File: src/rtl/muldiv_sequencer.sv
// rtl/muldiv_sequencer.sv - mult/div unit initiator: operand latch, control-code sequencing, HI/LO capture
module muldiv_sequencer #(
  parameter int WIDTH       = 32,
  parameter int MULT_CYCLES = 32,
  parameter int DIV_CYCLES  = 33
) (
  input  logic             i_clk,
  input  logic             i_reset,
  input  logic             i_start,
  input  logic [1:0]       i_op,
  input  logic [WIDTH-1:0] i_a_in,
  input  logic [WIDTH-1:0] i_b_in,
  output logic             o_busy,
  output logic             o_done,
  output logic             o_div_zero,
  output logic [1:0]       o_unit_ctrl,
  output logic [WIDTH-1:0] o_unit_a,
  output logic [WIDTH-1:0] o_unit_b,
  input  logic [WIDTH-1:0] i_unit_hi,
  input  logic [WIDTH-1:0] i_unit_lo,
  input  logic             i_unit_divzero,
  input  logic             i_hi_we,
  input  logic             i_lo_we,
  input  logic [WIDTH-1:0] i_wdata,
  output logic [WIDTH-1:0] o_hi_out,
  output logic [WIDTH-1:0] o_lo_out
);

  localparam int MAXC = (DIV_CYCLES > MULT_CYCLES) ? DIV_CYCLES : MULT_CYCLES;
  localparam int CW   = $clog2(MAXC + 1);
  localparam logic [1:0] OP_MULT = 2'b01;
  localparam logic [1:0] OP_DIV  = 2'b10;

  typedef enum logic [1:0] {IDLE, RUN, CAPTURE} state_t;

  state_t           r_state;
  logic [1:0]       r_op;
  logic [CW-1:0]    r_cnt;
  logic [1:0]       r_ctrl;
  logic             r_busy;
  logic             r_done;
  logic             r_div_zero;
  logic [WIDTH-1:0] r_unit_a;
  logic [WIDTH-1:0] r_unit_b;
  logic [WIDTH-1:0] r_hi;
  logic [WIDTH-1:0] r_lo;

  logic [CW-1:0] w_last;
  logic          w_op_ok;
  logic          w_dz_abort;

  assign w_last     = (r_op == OP_DIV) ? CW'(DIV_CYCLES - 1) : CW'(MULT_CYCLES - 1);
  assign w_op_ok    = (i_op == OP_MULT) || (i_op == OP_DIV);
  // The unit's flag is only meaningful after its first active edge; earlier it is stale.
  assign w_dz_abort = (r_op == OP_DIV) && (r_cnt == CW'(1)) && i_unit_divzero;

  always_ff @(posedge i_clk) begin
    if (i_reset) begin
      r_state    <= IDLE;
      r_op       <= 2'b00;
      r_cnt      <= '0;
      r_ctrl     <= 2'b00;
      r_busy     <= 1'b0;
      r_done     <= 1'b0;
      r_div_zero <= 1'b0;
      r_unit_a   <= '0;
      r_unit_b   <= '0;
      r_hi       <= '0;
      r_lo       <= '0;
    end else begin
      r_done     <= 1'b0;
      r_div_zero <= 1'b0;
      case (r_state)
        IDLE: begin
          if (i_hi_we) r_hi <= i_wdata;
          if (i_lo_we) r_lo <= i_wdata;
          if (i_start && w_op_ok) begin
            r_op     <= i_op;
            r_unit_a <= i_a_in;
            r_unit_b <= i_b_in;
            r_cnt    <= '0;
            r_ctrl   <= i_op;
            r_busy   <= 1'b1;
            r_state  <= RUN;
          end
        end
        RUN: begin
          r_cnt <= r_cnt + CW'(1);
          if (w_dz_abort) begin
            r_ctrl     <= 2'b00;
            r_busy     <= 1'b0;
            r_done     <= 1'b1;
            r_div_zero <= 1'b1;
            r_state    <= IDLE;
          end else if (r_cnt == w_last) begin
            r_ctrl  <= 2'b00;
            r_state <= CAPTURE;
          end
        end
        CAPTURE: begin
          r_hi    <= i_unit_hi;
          r_lo    <= i_unit_lo;
          r_done  <= 1'b1;
          r_busy  <= 1'b0;
          r_state <= IDLE;
        end
        default: r_state <= IDLE;
      endcase
    end
  end

  assign o_busy      = r_busy;
  assign o_done      = r_done;
  assign o_div_zero  = r_div_zero;
  assign o_unit_ctrl = r_ctrl;
  assign o_unit_a    = r_unit_a;
  assign o_unit_b    = r_unit_b;
  assign o_hi_out    = r_hi;
  assign o_lo_out    = r_lo;

endmodule

File: config.mk
export PLATFORM = sky130hd
export DESIGN_NAME = muldiv_sequencer
export DESIGN_NICKNAME = d
export VERILOG_FILES = /design/src/rtl/muldiv_sequencer.sv
export SDC_FILE = /design/constraint.sdc
export NUM_CORES = 1
export LEC_CHECK = 0
export ABC_AREA = 1
export ABC_CLOCK_PERIOD_IN_PS = 3800
export CORE_UTILIZATION = 43
export CTS_BUF_LIST = sky130_fd_sc_hd__clkbuf_8
export DETAILED_ROUTE_END_ITERATION = 10
export PLACE_DENSITY = 0.87
export SYNTH_ARGS = -nofsm -noshare
export SYNTH_HDL_FRONTEND = slang
export SYNTH_SLANG_ARGS = --single-unit
File: constraint.sdc
create_clock -name i_clk -period 3.8 [get_ports i_clk]
set_input_delay 0.76 -clock i_clk [delete_from_list [all_inputs] [get_ports i_clk]]
set_output_delay 0.76 -clock i_clk [all_outputs]
set_load 0.02 [all_outputs]
==> impl_metrics.prom, run 1 <==
# TYPE chip_impl_metric gauge
chip_impl_info{name="status",value="completed"} 1
chip_impl_metric{name="post-route-drc-count",unit=""} 0
chip_impl_info{name="dominantRegCellSynth",value="dfxtp_1"} 1
chip_impl_metric{name="postCtsSetupBuffers",unit=""} 0
chip_impl_metric{name="dp_worst_setup_slack",unit="ns"} 1.004
chip_impl_metric{name="antenna_cells",unit=""} 0
chip_impl_metric{name="hold_slack",unit="ns"} 0.4639
chip_impl_metric{name="slew_viol_final",unit=""} 0
chip_impl_metric{name="worst_slew_margin_rel",unit="%"} 50.08
chip_impl_metric{name="path_max_fanout",unit=""} 68
chip_impl_metric{name="static-leakage-power",unit="nW"} 3.339
chip_impl_metric{name="areaGrowthSynthToFinish",unit="%"} 60.79
chip_impl_metric{name="power_per_cell_area",unit="nW/um^2"} 488.4
chip_impl_metric{name="ys_async_sr_fraction",unit="%"} 0
chip_impl_metric{name="initial_drc_count",unit=""} 346
chip_impl_metric{name="mappedNetlistNets",unit=""} 896
chip_impl_metric{name="gr-total-overflow",unit=""} 0
chip_impl_metric{name="synth_edf_count",unit=""} 0
chip_impl_metric{name="htree_levels",unit=""} 4
chip_impl_metric{name="overall_global_routing_usage",unit="%"} 26.27
chip_impl_info{name="hold_path.class",value="reg2reg"} 1
chip_impl_info{name="dominant_combinational_cell_family_by_area_after_synthesis",value="compound AO/OA/AOI/OAI gates"} 1
chip_impl_metric{name="number_of_buffers_added_by_the_clock_tree_synthesis_step",unit=""} 17
chip_impl_metric{name="register_area",unit="um^2"} 2863
chip_impl_metric{name="drv.max_cap_violation_count",unit=""} 0
chip_impl_metric{name="n_fill_cell",unit=""} 997
chip_impl_metric{name="yosysWarningCount",unit=""} 0
chip_impl_metric{name="finalSetupTns",unit="ns"} 0
chip_impl_metric{name="cts_num_sinks",unit=""} 143
chip_impl_metric{name="cts_hold_buffers",unit=""} 0
chip_impl_metric{name="drtAntennaViolNets",unit=""} 0
chip_impl_metric{name="fin_ws",unit="ns"} 1.447
chip_impl_metric{name="avgRoutedWirePerCell",unit="um"} 15.42
chip_impl_metric{name="synth_xor_area_share",unit="%"} 0.1563
chip_impl_metric{name="synth_compound_gate_area_share",unit="%"} 20.74
chip_impl_metric{name="arrival",unit="ns"} 2.74
chip_impl_info{name="dr.max_layer_used",value="met5"} 1
chip_impl_metric{name="sequential_share_of_the_synthesized_area",unit="%"} 51.08
chip_impl_metric{name="synthCells",unit=""} 722
chip_impl_info{name="end_kind",value="flop"} 1
chip_impl_metric{name="totalWireLength",unit="um"} 18180
chip_impl_metric{name="power.total",unit="W"} 0.004401
chip_impl_metric{name="multi_input_comb_area",unit="um^2"} 2394
chip_impl_metric{name="hold_violations",unit=""} 0
chip_impl_metric{name="netlist.area_leader.share",unit="%"} 51.08
chip_impl_metric{name="synth_adder_area_share",unit="%"} 1.340
chip_impl_metric{name="wl_met2",unit="um"} 9003
chip_impl_metric{name="post_synth.cell_area_avg",unit="um^2"} 7.762
chip_impl_metric{name="coreArea",unit="um^2"} 12670
chip_impl_info{name="synth_area_leaders",value="dfxtp_1 (51%), nand2_1 (17%), a31oi_1 (7.1%), a21oi_1 (6.8%), o21ai_0 (5.4%)"} 1
chip_impl_info{name="timing.setup.critical_path_class",value="in2reg"} 1
chip_impl_metric{name="final.setup_skew",unit="ns"} 0.01420
chip_impl_info{name="clock-root-buffer",value="clkbuf_8"} 1
chip_impl_metric{name="ys_seq_elements",unit=""} 143
chip_impl_metric{name="fin_nets",unit=""} 1168
chip_impl_metric{name="synth_simple_gate_area_share",unit="%"} 20.43
chip_impl_info{name="cp-start-kind",value="input pin"} 1
chip_impl_metric{name="dp.final_hpwl",unit="um"} 12700
chip_impl_metric{name="grt_antenna_before_repair",unit=""} 1
chip_impl_metric{name="synthMuxAreaShare",unit="%"} 0
chip_impl_metric{name="via_per_inst",unit=""} 5.016
chip_impl_metric{name="yosysUniqueCellTypes",unit=""} 26
chip_impl_metric{name="final_layout_size_suffix_gt1_share",unit="%"} 4.667
chip_impl_metric{name="fmaxAchievable",unit="MHz"} 425.0
chip_impl_metric{name="num_vias",unit=""} 5914
chip_impl_metric{name="mappedNetlistArea",unit="um^2"} 5604
chip_impl_metric{name="post_cts.resized_instances",unit=""} 0
chip_impl_info{name="final_common_cell",value="clkdlybuf4s50_1"} 1
chip_impl_metric{name="ios",unit=""} 301
chip_impl_metric{name="finalWeightedCongestion",unit=""} 0.8231
chip_impl_metric{name="period_minus_slack",unit="ns"} 2.353
chip_impl_metric{name="met3_length",unit="um"} 2056
chip_impl_metric{name="fp.dieArea",unit="um^2"} 13490
chip_impl_metric{name="rows",unit=""} 41
chip_impl_metric{name="worstSkewPairLatency",unit="ns"} 0.45
chip_impl_info{name="highest_count_cells_in_the_layout_ignoring_fill_and_taps",value="clkdlybuf4s50_1 (299), nand2_1 (261), dfxtp_1 (143)"} 1
chip_impl_metric{name="worstPathRequired",unit="ns"} 4.19
chip_impl_info{name="yosysTopAreaCell",value="dfxtp_1"} 1
chip_impl_metric{name="vdd_drop_max",unit="uV"} 287.6
chip_impl_metric{name="clk_transition_reported_paths",unit="ns"} 0.08
chip_impl_metric{name="period_share",unit="%"} 61.92
chip_impl_info{name="grt_setup_unrepaired",value="false"} 1
chip_impl_metric{name="dr.pass1.iters",unit=""} 5
chip_impl_metric{name="setup_violations",unit=""} 0
chip_impl_metric{name="vias_in_the_first_global_route",unit=""} 5461
chip_impl_metric{name="io_buffers",unit=""} 300
chip_impl_metric{name="cts-root-to-sink-buffers",unit=""} 2
chip_impl_metric{name="wirelength_met1",unit="um"} 6657
chip_impl_metric{name="grt_first_pass_wirelength",unit="um"} 26740
chip_impl_metric{name="die-width",unit="um"} 116.2
chip_impl_info{name="tritoncts",value="built"} 1
chip_impl_metric{name="worst_pin_slew",unit="ns"} 0.7488
chip_impl_metric{name="grt_start_max_net_pins",unit=""} 73
chip_impl_metric{name="fp.dieH",unit="um"} 116.2
chip_impl_metric{name="floorplan.initialDensity",unit="%"} 44.23
[layer usage]
metal  vias to the layer above  GRT usage, %
li1                       2962             -
met1                      2675         26.67
met2                       245         45.36
met3                        30         13.54
met4                         2         11.11
met5                         -             0
[critical path, cell delays in order]
cell and delay, ns:
clkdlybuf4s50_1 0.46, nor2_1 0.22, nor2_4 0.06, nand3_4 0.06, buf_4 0.56, o21ai_4 0.23
nand2_2 0.14, nor2_1 0.05, nand2_1 0.05, nand2_1 0.05, nor2_1 0.07
[registers in the layout, summed over array words and instances (netlist names)]
| register | flops |
|---|---|
| o_busy | 1 |
| o_unit_b | 32 |
| r_state | 2 |
| o_unit_a | 32 |
| o_hi_out | 32 |
| r_op | 2 |
| o_unit_ctrl | 2 |
| o_div_zero | 1 |
| r_cnt | 6 |
| o_lo_out | 32 |
| o_done | 1 |
[logic make-up after synthesis]
group | count (synthesis)
compound gates | 212
fa+ha+maj | 6
flops | 143
buf+inv | 69
xor+xnor | 1
simple gates | 291
[cell usage after synthesis (7+ instances only)]
cell	number
nand2_1	261
dfxtp_1	143
o21ai_1	7
a31oi_1	64
clkbuf_1	21
inv_1	14
nor2_1	17
o21ai_0	60
buf_2	16
a21oi_1	76
buf_4	7
[stage by stage]
| step | util (%) | instances | cell area, um^2 |
|---|---|---|---|
| 6_report | 71.12 | 1179 | 9011 |
| 5_1_grt | 71.12 | 1179 | 9011 |
| 4_1_cts | 71.12 | 1179 | 9011 |
| 3_5_place_dp | 67.64 | 1147 | 8571 |
| 3_3_place_gp | 67.64 | 1147 | 8571 |
| 2_1_floorplan | - | 722 | 5604 |
[final timing paths]
path / to / slack, ns / depth (start not counted) / from
setup / recovery: r_cnt[5] / 1.45 / 11 / i_op[1]
hold / removal: o_unit_b[17] / 0.46 / 2 / o_unit_b[17]
setup reg to reg: o_hi_out[6] / 1.47 / 7 / r_state[0]
hold reg to reg: o_unit_b[17] / 0.46 / 2 / o_unit_b[17]
[area by class of cell]
cell class / instances / share of cell area, %
timing repair buffer: 305 / 33.69
inverter: 17 / 0.7081
sequential: 143 / 31.77
clock buffer: 20 / 3.055
tap: 172 / 2.388
clock inverter: 12 / 1.833
multi-input combinational: 510 / 26.56
[power breakdown]
| part | internal (W) | switching [W] | leakage (nW) |
|---|---|---|---|
| clock | 0.000762 | 0.000574 | 0.235 |
| sequential | 0.00168 | 0.0000969 | 1.18 |
| combinational | 0.000583 | 0.000705 | 1.93 |
Note: power is estimated with default switching activity, not from simulation.
==> run 2: changes to the inputs <==
--- a/config.mk
+++ b/config.mk
@@ -6,11 +6,11 @@
 export NUM_CORES = 1
 export LEC_CHECK = 0
 export ABC_AREA = 1
-export ABC_CLOCK_PERIOD_IN_PS = 3800
-export CORE_UTILIZATION = 43
+export ABC_CLOCK_PERIOD_IN_PS = 2100
+export CORE_UTILIZATION = 36
 export CTS_BUF_LIST = sky130_fd_sc_hd__clkbuf_8
 export DETAILED_ROUTE_END_ITERATION = 10
-export PLACE_DENSITY = 0.87
+export PLACE_DENSITY = 0.78
 export SYNTH_ARGS = -nofsm -noshare
 export SYNTH_HDL_FRONTEND = slang
 export SYNTH_SLANG_ARGS = --single-unit
==> constraint.sdc (replaced) <==
create_clock -name i_clk -period 2.1 [get_ports i_clk]
set_input_delay 0.42 -clock i_clk [delete_from_list [all_inputs] [get_ports i_clk]]
set_output_delay 0.42 -clock i_clk [all_outputs]
set_load 0.02 [all_outputs]
==> impl_metrics.prom, run 2 (same netlist as run 1, synthesis figures left out) <==
# TYPE chip_impl_metric gauge
chip_impl_info{name="timing.setup.critical_path_class",value="reg2out"} 1
chip_impl_metric{name="avgRoutedWirePerCell",unit="um"} 14.86
chip_impl_metric{name="internal_pwr_total",unit="W"} 0.005341
chip_impl_info{name="max_stage_delay_cell_worst_path",value="clkdlybuf4s50_1"} 1
chip_impl_metric{name="fmaxAchievable",unit="MHz"} 534.1
chip_impl_metric{name="power.combinational.fraction",unit="%"} 31.1
chip_impl_metric{name="reg2reg_depth",unit=""} 7
chip_impl_metric{name="postCtsSetupBuffers",unit=""} 0
chip_impl_metric{name="post-route-drc-count",unit=""} 0
chip_impl_metric{name="post_cts.resized_instances",unit=""} 0
chip_impl_metric{name="path_max_fanout",unit=""} 2
chip_impl_metric{name="multi_input_comb_area",unit="um^2"} 2402
chip_impl_metric{name="dp.final_hpwl",unit="um"} 12820
chip_impl_metric{name="grt_start_max_net_pins",unit=""} 73
chip_impl_metric{name="period_minus_slack",unit="ns"} 1.872
chip_impl_info{name="sequence_of_cells_on_the_critical_path",value="clkdlybuf4s50_1"} 1
chip_impl_metric{name="power_per_cell_area",unit="nW/um^2"} 859.4
chip_impl_metric{name="setup_violations",unit=""} 0
chip_impl_metric{name="worst_pin_slew",unit="ns"} 0.7598
chip_impl_metric{name="fin_nets",unit=""} 1180
chip_impl_metric{name="via_per_inst",unit=""} 4.873
chip_impl_metric{name="fp.dieH",unit="um"} 126.8
chip_impl_metric{name="period_share",unit="%"} 89.16
chip_impl_metric{name="drv.max_cap_violation_count",unit=""} 0
chip_impl_metric{name="areaGrowthSynthToFinish",unit="%"} 63.65
chip_impl_metric{name="die-width",unit="um"} 126.8
chip_impl_metric{name="worstPathRequired",unit="ns"} 1.68
chip_impl_metric{name="finalSetupTns",unit="ns"} 0
chip_impl_metric{name="slowest_delay",unit="ns"} 0.68
chip_impl_metric{name="critical_path_buf_inv_count",unit=""} 1
chip_impl_info{name="cp-start-kind",value="flop"} 1
chip_impl_metric{name="antenna_cells",unit=""} 0
chip_impl_metric{name="cts-root-to-sink-buffers",unit=""} 2
chip_impl_metric{name="arrival",unit="ns"} 1.45
chip_impl_metric{name="final.setup_skew",unit="ns"} 0.01377
chip_impl_metric{name="switching_share",unit="%"} 32.23
chip_impl_metric{name="htree_levels",unit=""} 4
chip_impl_metric{name="cts_num_sinks",unit=""} 143
chip_impl_metric{name="worst_slew_margin_rel",unit="%"} 49.34
chip_impl_metric{name="slew_viol_final",unit=""} 0
chip_impl_info{name="end_kind",value="primary output"} 1
chip_impl_metric{name="rows",unit=""} 45
chip_impl_metric{name="io_buffers",unit=""} 300
chip_impl_info{name="tritoncts",value="built"} 1
chip_impl_metric{name="static-leakage-power",unit="nW"} 3.394
chip_impl_metric{name="n_fill_cell",unit=""} 1386
chip_impl_metric{name="seq_power_share",unit="%"} 40.7
chip_impl_metric{name="vdd_drop_max",unit="uV"} 412.5
chip_impl_metric{name="clock_power_share",unit="%"} 28.2
chip_impl_metric{name="totalWireLength",unit="um"} 17940
chip_impl_info{name="final_common_cell",value="clkdlybuf4s50_1"} 1
chip_impl_info{name="critPathTopFamily",value="buffers and inverters"} 1
chip_impl_info{name="status",value="completed"} 1
chip_impl_info{name="hold_path.class",value="in2reg"} 1
chip_impl_metric{name="finalWeightedCongestion",unit=""} 0.8380
chip_impl_metric{name="coreArea",unit="um^2"} 15200
chip_impl_metric{name="dr.pass1.iters",unit=""} 4
chip_impl_metric{name="initial_drc_count",unit=""} 260
chip_impl_metric{name="cts_hold_buffers",unit=""} 0
chip_impl_metric{name="ios",unit=""} 301
chip_impl_metric{name="grt_antenna_before_repair",unit=""} 0
chip_impl_metric{name="num_vias",unit=""} 5882
chip_impl_metric{name="drtAntennaViolNets",unit=""} 0
chip_impl_info{name="clock-root-buffer",value="clkbuf_8"} 1
chip_impl_metric{name="holdPathStages",unit=""} 4
chip_impl_metric{name="floorplan.initialDensity",unit="%"} 36.86
chip_impl_metric{name="path_depth",unit=""} 1
chip_impl_metric{name="gr-total-overflow",unit=""} 0
chip_impl_metric{name="vias_in_the_first_global_route",unit=""} 5445
chip_impl_metric{name="hold_violations",unit=""} 0
chip_impl_metric{name="register_area",unit="um^2"} 2863
chip_impl_metric{name="number_of_buffers_added_by_the_clock_tree_synthesis_step",unit=""} 17
chip_impl_metric{name="clk_transition_reported_paths",unit="ns"} 0.08
chip_impl_metric{name="fp.dieArea",unit="um^2"} 16070
chip_impl_metric{name="final_layout_size_suffix_gt1_share",unit="%"} 5.888
chip_impl_metric{name="switching_power",unit="W"} 0.002541
chip_impl_info{name="highest_count_cells_in_the_layout_ignoring_fill_and_taps",value="clkdlybuf4s50_1 (299), nand2_1 (261), dfxtp_1 (143)"} 1
chip_impl_info{name="grt_setup_unrepaired",value="false"} 1
chip_impl_metric{name="worstSkewPairLatency",unit="ns"} 0.44
chip_impl_metric{name="overall_global_routing_usage",unit="%"} 22.22
chip_impl_metric{name="grt_first_pass_wirelength",unit="um"} 27840
chip_impl_metric{name="fin_ws",unit="ns"} 0.2276
chip_impl_metric{name="dp_worst_setup_slack",unit="ns"} 0.1310
run 2: cell types whose count changed in the layout (fill, tap and decap cells not counted), sizes merged:
cell      change
clkinv        -2
bufinv        -2
clkinvlp      +3
buf          +12
inv           +1
run 2: area by class of cell:
type                    instances  share of cell area (%)
repair buffers                317                   34.90
flip-flops and latches        143                   31.21
multi-input cells             510                   26.19
clock buffers                  20                   3.001
well taps                     188                   2.565
clock inverters                12                   1.432
inverters                      17                  0.6958
run 2: power by group through the flow:
stage	clock network, W	logic, W	registers, W
3_5_place_dp	0	0.00245	0.00327
6_report	0.00223	0.00245	0.00321
4_1_cts	0.00231	0.00245	0.00321
5_1_grt	0.00242	0.00264	0.00325
3_3_place_gp	0	0.00242	0.00326
2_1_floorplan	0	0.000854	0.00364
run 2: routing by layer:
layer  up-vias  part of all wire [%]  track usage [%]
li1       2979                     -                -
met1      2636                    41            24.93
met2       245                    48            38.32
met3        22                   9.1            8.477
met4         0                   1.8            8.193
met5         -                     0                0
run 2: worst paths after layout:
kind           startpoint            to  slack, ns
max reg2reg    r_state[0]   o_lo_out[9]       0.27
max          o_lo_out[12]  o_lo_out[12]       0.23
min reg2reg  o_unit_a[23]  o_unit_a[23]       0.46
min               i_reset       r_op[0]       0.40
run 2: stage by stage:
stage	hold WS, ns	utilization, %	cell area, um^2	std cells	total power (W)
after floorplan	0.4662	-	5604	722	0.004495
after global placement	0.4500	57.60	8756	1175	0.005686
after detailed placement	0.4535	57.60	8756	1175	0.005713
after CTS	0.3783	60.27	9163	1207	0.007969
after global routing	0.4178	60.33	9171	1207	0.008301
final	0.4048	60.33	9171	1207	0.007882
